`src/rtl/stdp_pkg.sv`:
```
// Shared widths, parameter defaults and saturation helper for the STDP synapse.
// Weight and trace values are unsigned; update arithmetic is carried in a wider signed type.
package stdp_pkg;

    localparam int unsigned WEIGHT_W = 8;
    localparam int unsigned TRACE_W  = 8;
    localparam int unsigned DELTA_W  = 10;

    localparam int W_INIT_DEF      = 64;
    localparam int W_MAX_DEF       = 127;
    localparam int W_MIN_DEF       = 0;
    localparam int TRACE_MAX_DEF   = 255;
    localparam int DECAY_SHIFT_DEF = 3;
    localparam int A_POS_SHIFT_DEF = 4;
    localparam int A_NEG_SHIFT_DEF = 5;

    typedef logic [WEIGHT_W-1:0]       weight_t;
    typedef logic [TRACE_W-1:0]        trace_t;
    typedef logic signed [DELTA_W-1:0] delta_t;

    // Clamp a signed intermediate weight into [lo, hi]; never wraps.
    function automatic weight_t sat_weight(input delta_t v, input int lo, input int hi);
        delta_t lo_s;
        delta_t hi_s;
        delta_t r;
        lo_s = delta_t'(lo);
        hi_s = delta_t'(hi);
        if (v > hi_s) begin
            r = hi_s;
        end else if (v < lo_s) begin
            r = lo_s;
        end else begin
            r = v;
        end
        return r[WEIGHT_W-1:0];
    endfunction

endpackage

```
`src/rtl/stdp_trace.sv`:
```
// Spike trace: reloads to TRACE_MAX on a spike, otherwise decays toward zero
// by trace>>DECAY_SHIFT, with a minimum step of 1 so the tail always reaches zero.
module stdp_trace
    import stdp_pkg::*;
#(
    parameter int TRACE_MAX   = TRACE_MAX_DEF,
    parameter int DECAY_SHIFT = DECAY_SHIFT_DEF
) (
    input  logic   clk,
    input  logic   rst_n,
    input  logic   spike,
    output trace_t trace
);

    trace_t trace_q;
    trace_t trace_d;
    trace_t decay;

    always_comb begin
        decay = trace_q >> DECAY_SHIFT;
        if (trace_q != '0 && decay == '0) begin
            decay = trace_t'(1);
        end
        if (spike) begin
            trace_d = trace_t'(TRACE_MAX);
        end else begin
            trace_d = trace_q - decay;
        end
    end

    always_ff @(posedge clk) begin
        if (!rst_n) begin
            trace_q <= '0;
        end else begin
            trace_q <= trace_d;
        end
    end

    assign trace = trace_q;

endmodule

```
`src/rtl/stdp_synapse.sv`:
```
// Pair-based STDP synapse: pre/post traces, saturating weight update and a
// registered synaptic current that carries the pre-edge weight for one cycle per pre spike.
module stdp_synapse
    import stdp_pkg::*;
#(
    parameter int W_INIT      = W_INIT_DEF,
    parameter int W_MAX       = W_MAX_DEF,
    parameter int W_MIN       = W_MIN_DEF,
    parameter int TRACE_MAX   = TRACE_MAX_DEF,
    parameter int DECAY_SHIFT = DECAY_SHIFT_DEF,
    parameter int A_POS_SHIFT = A_POS_SHIFT_DEF,
    parameter int A_NEG_SHIFT = A_NEG_SHIFT_DEF
) (
    input  logic                clk,
    input  logic                rst_n,
    input  logic                pre_spike,
    input  logic                post_spike,
    input  logic                learn_en,
    output logic [WEIGHT_W-1:0] current,
    output logic [WEIGHT_W-1:0] weight,
    output logic [TRACE_W-1:0]  pre_trace,
    output logic [TRACE_W-1:0]  post_trace,
    output logic                ltp,
    output logic                ltd
);

    trace_t  pre_trace_q;
    trace_t  post_trace_q;

    weight_t weight_q;
    weight_t weight_d;
    weight_t current_q;
    weight_t current_d;
    logic    ltp_q;
    logic    ltp_d;
    logic    ltd_q;
    logic    ltd_d;

    trace_t  pos_term;
    trace_t  neg_term;
    delta_t  weight_ext;
    delta_t  pos_ext;
    delta_t  neg_ext;
    delta_t  weight_sum;

    stdp_trace #(
        .TRACE_MAX   (TRACE_MAX),
        .DECAY_SHIFT (DECAY_SHIFT)
    ) u_pre_trace (
        .clk   (clk),
        .rst_n (rst_n),
        .spike (pre_spike),
        .trace (pre_trace_q)
    );

    stdp_trace #(
        .TRACE_MAX   (TRACE_MAX),
        .DECAY_SHIFT (DECAY_SHIFT)
    ) u_post_trace (
        .clk   (clk),
        .rst_n (rst_n),
        .spike (post_spike),
        .trace (post_trace_q)
    );

    // Both terms use the traces held before this edge, so a simultaneous
    // pre/post spike nets the two contributions in a single update.
    always_comb begin
        pos_term   = '0;
        neg_term   = '0;
        if (learn_en && post_spike) begin
            pos_term = pre_trace_q >> A_POS_SHIFT;
        end
        if (learn_en && pre_spike) begin
            neg_term = post_trace_q >> A_NEG_SHIFT;
        end

        weight_ext = delta_t'({{(DELTA_W - WEIGHT_W){1'b0}}, weight_q});
        pos_ext    = delta_t'({{(DELTA_W - TRACE_W){1'b0}}, pos_term});
        neg_ext    = delta_t'({{(DELTA_W - TRACE_W){1'b0}}, neg_term});
        weight_sum = weight_ext + pos_ext - neg_ext;

        weight_d = weight_q;
        if (learn_en) begin
            weight_d = sat_weight(weight_sum, W_MIN, W_MAX);
        end

        ltp_d     = (pos_term != '0);
        ltd_d     = (neg_term != '0);
        current_d = pre_spike ? weight_q : '0;
    end

    always_ff @(posedge clk) begin
        if (!rst_n) begin
            weight_q  <= weight_t'(W_INIT);
            current_q <= '0;
            ltp_q     <= 1'b0;
            ltd_q     <= 1'b0;
        end else begin
            weight_q  <= weight_d;
            current_q <= current_d;
            ltp_q     <= ltp_d;
            ltd_q     <= ltd_d;
        end
    end

    assign current    = current_q;
    assign weight     = weight_q;
    assign pre_trace  = pre_trace_q;
    assign post_trace = post_trace_q;
    assign ltp        = ltp_q;
    assign ltd        = ltd_q;

endmodule

```
`config.mk`:
```
export PLATFORM = sky130hd
export DESIGN_NAME = stdp_synapse
export DESIGN_NICKNAME = d
export VERILOG_FILES = /design/src/rtl/stdp_pkg.sv /design/src/rtl/stdp_trace.sv /design/src/rtl/stdp_synapse.sv
export SDC_FILE = /design/constraint.sdc
export NUM_CORES = 1
export LEC_CHECK = 0
export BUFFER_PORTS_ARGS = -buffer_cell sky130_fd_sc_hd__buf_4
export CAP_MARGIN = 30
export CELL_PAD_IN_SITES_DETAIL_PLACEMENT = 0
export CELL_PAD_IN_SITES_GLOBAL_PLACEMENT = 2
export CORE_ASPECT_RATIO = 2
export CORE_MARGIN = 4
export CORE_UTILIZATION = 25
export CTS_BUF_LIST = sky130_fd_sc_hd__clkbuf_16
export CTS_CLUSTER_SIZE = 28
export DETAILED_ROUTE_END_ITERATION = 8
export HOLD_SLACK_MARGIN = 0.15
export PLACE_DENSITY_LB_ADDON = 0.12
export SLEW_MARGIN = 25
export SYNTH_ARGS = -nofsm -noshare
export SYNTH_HDL_FRONTEND = slang
export SYNTH_SLANG_ARGS = --single-unit
```
`constraint.sdc`:
```
create_clock -name clk -period 4.15 [get_ports clk]
set_input_delay 1.0375 -clock clk [delete_from_list [all_inputs] [get_ports clk]]
set_output_delay 1.0375 -clock clk [all_outputs]
set_load 0.01 [all_outputs]
```
==> summary.md, run 1 <==
| Metric | Value |
|---|---|
| Status | finished, final reports clean |
| GR Util All Layers | 0.132 |
| Mux share of post-synthesis cell area | 0.00470 |
| Largest net degree at the start of global routing | 24 |
| CTS tree | done |
| Largest area contributor in the netlist | dfxtp_1 |
| Final hold vios | 0 |
| I/O Buffers | 38 |
| Die Y | 139 microns |
| Ranking of synthesized cells by area | dfxtp_1 (32%), ha_1 (12%), inv_1 (5.8%), fa_1 (4.7%), a21oi_1 (4.0%) |
| Post-Synth Simple-Gate Area | 0.173 |
| Largest family of logic cells by synthesized area | compound AO/OA/AOI/OAI gates |
| Via density | 4.92 |
| Tcrit/Tclk final | 0.840 |
| Cell variety after synth | 46 |
| Clock transition at path regs | 0.05 ns |
| Congestion Overflow GR | 0 |
| Hold EP | current[3] |
| Post-CTS setup buffer count | 0 |
| Syn Nets | 275 |
| Share of cells above drive strength 1 | 0.180 |
| Cts bufs inserted | 5 |
| Least-Margin Pin Slew | 0.553 ns |
| DR iter-0 viols | 56 |
| Synth warn | 0 |
| Netlist Area Pre-Place | 2130 sq um |
| Maximum fanout along the worst path | 14 |
| MaxCap Viol Count | 0 |
| Fraction of synthesized cell area in xor and xnor cells | 0.0411 |
| Post-CTS sizing | 0 |
| Tmin final | 3.49 ns |
| ANT cells | 0 |
| Post-route setup TNS | 0 ns |
| Pwr per Cell Area | 838 nW/um^2 |
| Post-synth top area share | 0.319 |
| Worst r2r src | u_pre_trace.trace[4] |
| Post-synthesis compound-gate area fraction | 0.220 |
| Synth Area in Adders | 0.170 |
| Hold Path Class | flip-flop to flip-flop |
| Routed vias | 1,878 |
| Tightest hold margin | 0.519 ns |
| Slew Viols, Final | 0 |
| Global-route wire length before repair | 10,100 microns |
| Num Clock Sinks | 34 |
| R2R cell count | 10 |
| CP Launch Type | input port |
| Post-synthesis sequential area ratio | 0.319 |
| Setup violations, final | 0 |
| FF-to-FF End | weight[6] |
| Critical setup path kind | input port to flip-flop |
| Core area | 8290 sq um |
| Vias in the first global route | 1,988 |
| P&R area growth vs syn | 25.9% |
| Rel. slew slack | 0.631 |
| Hold Crit Start | weight[3] |
| Type of element capturing the critical path | flip-flop |
| Die area | 10,200 sq um |
| Clk_lat worst skew | 0.28 ns |
| Hpwl dp | 5200 microns |
| Ports | 39 |
| Htree depth | 2 |
| Final cell count without fillers | 382 |
| Final wirelength | 6490 microns |
| RD Place Congestion | 0.730 |
| Wire length per cell | 17.0 microns |
| DRC | 0 |
| Clock skew | 0.00892 ns |
| Mapped Avg Cell Area | 8.73 sq um |
| Arrival time at the worst endpoint | 3.71 ns |
| Detailed Routing Iterations Pass 1 | 4 |
| CTS Hold Bufs | 0 |
| Initial Util | 0.257 |
| Number of flops mapped to enable cells by yosys | 0 |
| Flops & latches, synth | 34 |
| FMAX | 287 MHz |
| Clock root buffer | clkbuf_16 |
| Rows | 47 |
| Setup slack, reg-to-reg | 1.10 ns |
| Max clock buf depth | 2 |
| Hold path cells | 2 |
| DIE WIDTH | 73.3 microns |
| Fill count | 878 |
| Mapped Cells | 244 |
| DRT antenna net count | 0 |
| Initial antenna violation count | 0 |
| Static Leak | 1.27 nW |
| Worst EP required | 4.37 ns |
| Maximum vdd drop | 0.295 mV |
| Async S/R FF share, synth | 0 |
| Critical Path Source | learn_en |
| RSZ-0062 raised after global routing | no |
| Ys flop type | dfxtp_1 |
| Placed insts | 374 |
| Count of nets after finishing | 314 |
[layout by cell type, fill, tap and decap left out, drive strengths merged, types with 3 or more instances in the layout]
master / count
ha: 21
xor2: 6
dfxtp: 34
nand4: 3
nand3: 7
nor3: 11
a21oi: 17
nor4: 5
a21o: 3
nor3b: 3
or4: 3
and3: 4
or3: 3
a211oi: 3
a221o: 5
clkbuf: 5
nor2: 8
inv: 35
o211a: 4
o21ai: 9
buf: 39
xnor2: 4
a31oi: 4
a21boi: 3
fa: 5
nor2b: 4
nand2: 11
[synthesized netlist by cell type, types with 4 or more instances]
master    number
dfxtp_1       34
a31oi_1        4
clkbuf_1       7
xnor2_1        4
inv_1         33
nor4_1         5
nand3_1        7
nor2_1         8
nand2_1       11
fa_1           5
o211a_1        4
ha_1          21
nor2b_1        4
a221o_1        5
o21ai_0        8
a21oi_1       17
xor2_1         6
nor3_1        11
and3_1         4
[cell type report]
type / count / area [sq um] / share of cell area
Sequential cell: 34 / 681 / 0.254
Multi-Input combinational cell: 169 / 1300 / 0.483
Clock buffer: 5 / 125 / 0.0466
Inverter: 34 / 128 / 0.0476
Timing Repair Buffer: 39 / 293 / 0.109
Clock inverter: 3 / 37.5 / 0.0140
Tap cell: 98 / 123 / 0.0457
[state kept, by name (all words and copies together), names as in the netlist]
| register | flops |
|---|---|
| current | 8 |
| ltp | 1 |
| u_pre_trace.trace | 8 |
| u_post_trace.trace | 8 |
| weight | 8 |
| ltd | 1 |
[worst max-delay path: stages]
cell	delay, ns
buf_4	0.17
nand3_1	0.11
inv_1	0.08
fa_1	0.46
fa_1	0.50
a211oi_1	0.35
nor2_1	0.11
or4b_2	0.63
o2111ai_1	0.10
a31o_2	0.17
[per-stage QoR]
| step | setup slack (ns) | total power, mW | util | cell area, sq um |
|---|---|---|---|---|
| finish | 0.663 | 2.25 | 0.324 | 2680 |
| floorplan | 0.478 | 1.45 | - | 2130 |
| CTS | 0.662 | 2.30 | 0.324 | 2680 |
| global placement | 0.398 | 1.88 | 0.304 | 2520 |
| detailed placement | 0.368 | 1.87 | 0.304 | 2520 |
| global route | 0.505 | 2.46 | 0.324 | 2680 |
[routing by layer]
layer | GRT usage | up-vias | share of wire
met5 | 0 | - | 0
met4 | 0.0467 | 0 | 0.017
met2 | 0.269 | 28 | 0.61
met3 | 0.0210 | 7 | 0.026
met1 | 0.120 | 886 | 0.35
li1 | - | 957 | -
[worst max-delay path by stage]
stage | cells past startpoint | to
2_1_floorplan | 9 | weight[6]
3_3_place_gp | 10 | weight[6]
3_5_place_dp | 10 | weight[6]
4_1_cts | 10 | weight[6]
5_1_grt | 10 | weight[6]
6_report | 10 | weight[6]
[cells by family (layout without fill, tap and decap cells)]
| kind of cell | Yosys count | after routing |
|---|---|---|
| AOI/OAI and AO/OA | 65 | 65 |
| xor gates and xnor gates | 10 | 10 |
| adders and majority gates | 26 | 26 |
| buffers and inverters | 41 | 81 |
| DFF | 34 | 34 |
| muxes | 1 | 1 |
| and+or+nand+nor | 67 | 67 |
[where the power goes]
part           total [mW]  switching [mW]  internal [mW]
registers           0.537           0.111          0.426
clock network       0.418           0.139          0.279
logic                1.29           0.690          0.604
Note: power is estimated with default switching activity, not from simulation.
==> run 2, diff against run 1 <==
clock period = 3.5 ns   (was 4.15 ns; I/O delays follow)
==> summary.md, run 2 (synthesis results as in run 1) <==
| Metric | Value |
|---|---|
| Die area | 10,200 sq um (unchanged) |
| Rel. slew slack | 0.624 (was 0.631) |
| Pwr per Cell Area | 998 nW/um^2 (was 838 nW/um^2) |
| Setup violations, final | 0 (unchanged) |
| Ports | 39 (unchanged) |
| Final cell count without fillers | 395 (was 382) |
| FMAX | 306 MHz |
| Post-CTS setup buffer count | 0 (unchanged) |
| GR Util All Layers | 0.141 (was 0.132) |
| Most frequent cells in the layout | buf_4 (52), inv_1 (35), dfxtp_1 (34) (was buf_4 (39), inv_1 (35), dfxtp_1 (34)) |
| ANT cells | 0 (unchanged) |
| DIE WIDTH | 73.3 microns (unchanged) |
| Die Y | 139 microns (unchanged) |
| Final hold vios | 0 (unchanged) |
| Htree depth | 2 (unchanged) |
| Clk_lat worst skew | 0.28 ns (about the same) |
| Pre-CTS WS | -0.0728 ns (was 0.368 ns) |
| Post-CTS sizing | 0 (unchanged) |
| Congestion Overflow GR | 0 (unchanged) |
| Maximum vdd drop | 0.404 mV (was 0.295 mV) |
| DR iter-0 viols | 56 (unchanged) |
| Fill count | 876 (was 878) |
| Share of cells above drive strength 1 | 0.215 (was 0.180) |
| Vias in the first global route | 2,097 (was 1,988) |
| I/O Buffers | 38 (unchanged) |
| Core area | 8290 sq um (unchanged) |
| Status | finished, final reports clean (unchanged) |
| Count of nets after finishing | 327 (was 314) |
| Via density | 4.94 (was 4.92) |
| Placed insts | 387 (was 374) |
| Hpwl dp | 5310 microns (was 5200 microns) |
| Detailed Routing Iterations Pass 1 | 4 (unchanged) |
| Arrival time at the worst endpoint | 3.44 ns (was 3.71 ns) |
| Maximum fanout along the worst path | 6 (was 14) |
| Slew Viols, Final | 0 (unchanged) |
| Least-Margin Pin Slew | 0.563 ns (was 0.553 ns) |
| Clock transition at path regs | 0.06 ns (was 0.05 ns) |
| Largest net degree at the start of global routing | 16 (was 24) |
| Global-route wire length before repair | 10,900 microns (was 10,100 microns) |
| Hold Path Class | flip-flop to flip-flop (unchanged) |
| Cts bufs inserted | 5 (unchanged) |
| Routed vias | 1,951 (was 1,878) |
| Initial antenna violation count | 0 (unchanged) |
| Wire length per cell | 16.7 microns (was 17.0 microns) |
| Critical setup path kind | input port to flip-flop (unchanged) |
| RD Place Congestion | 0.878 (was 0.730) |
| Static Leak | 1.33 nW (was 1.27 nW) |
| DRC | 0 (unchanged) |
| Num Clock Sinks | 34 (unchanged) |
| CP Launch Type | input port (unchanged) |
| Clock skew | 0.00365 ns (was 0.00892 ns) |
| Commonest non-fill, non-tap cell in the layout | buf_4 (unchanged) |
| RSZ-0062 raised after global routing | no (unchanged) |
| Clock root buffer | clkbuf_16 (unchanged) |
| MaxCap Viol Count | 0 (unchanged) |
| Rows | 47 (unchanged) |
| Worst EP required | 3.67 ns (was 4.37 ns) |
| Post-route setup TNS | 0 ns (unchanged) |
| Tmin final | 3.27 ns |
| DRT antenna net count | 0 (unchanged) |
| Setup ws final | 0.231 ns (was 0.663 ns) |
| CTS tree | done (unchanged) |
| Max clock buf depth | 2 (unchanged) |
| Type of element capturing the critical path | flip-flop (unchanged) |
| Initial Util | 0.257 (unchanged) |
| P&R area growth vs syn | 30.5% (was 25.9%) |
| Tcrit/Tclk final | 0.934 |
| Final wirelength | 6600 microns (was 6490 microns) |
| CTS Hold Bufs | 0 (unchanged) |
[run 2: cell count changes in the layout (fill, tap and decap cells not counted)]
cell	delta
buf_4	+13
[run 2: worst paths after layout]
kind	from	endpoint	slack, ns	cells after the start
max	post_spike	weight[5]	0.23	12
min	weight[3]	current[3]	0.50	2
max reg2reg	u_pre_trace.trace[4]	weight[6]	0.51	11
min reg2reg	weight[3]	current[3]	0.50	2
[run 2: worst max-delay path, cell delays in order]
cell and delay [ns]:
buf_4 0.11, buf_4 0.11, nand3_1 0.11, fa_1 0.50, inv_1 0.04, ha_1 0.31
a211oi_1 0.07, buf_4 0.14, nor3b_1 0.37, mux2i_1 0.15, o311a_4 0.36, a311o_1 0.28
[run 2: layout make-up]
cell class	count	area [sq um]	area share
multi-input combinational	169	1300	0.466
sequential	34	681	0.245
timing repair buffer	52	390	0.140
inverter	34	128	0.0459
clock buffer	5	125	0.0450
tap	98	123	0.0441
clock inverter	3	37.5	0.0135
[run 2: layer usage]
| layer | wire [microns] | GRT usage | up-vias |
|---|---|---|---|
| li1 | - | - | 981 |
| met1 | 2310 | 0.139 | 936 |
| met2 | 3970 | 0.274 | 28 |
| met3 | 198 | 0.0254 | 6 |
| met4 | 112 | 0.0564 | 0 |
| met5 | 0 | 0 | - |
[run 2: per-stage QoR]
stage,util,hold WS (ns),cell area (sq um),total power [mW]
after floorplan,-,0.501,2130,1.71
after global placement,0.316,0.493,2620,2.32
after detailed placement,0.316,0.501,2620,2.31
after CTS,0.335,0.509,2780,2.84
after global routing,0.335,0.534,2780,3.05
final,0.335,0.502,2780,2.78
[run 2: power by group]
group	internal [mW]	switching [mW]	total [mW]
Clock	0.331	0.172	0.502
Combinational	0.797	0.847	1.64
Sequential	0.505	0.125	0.629
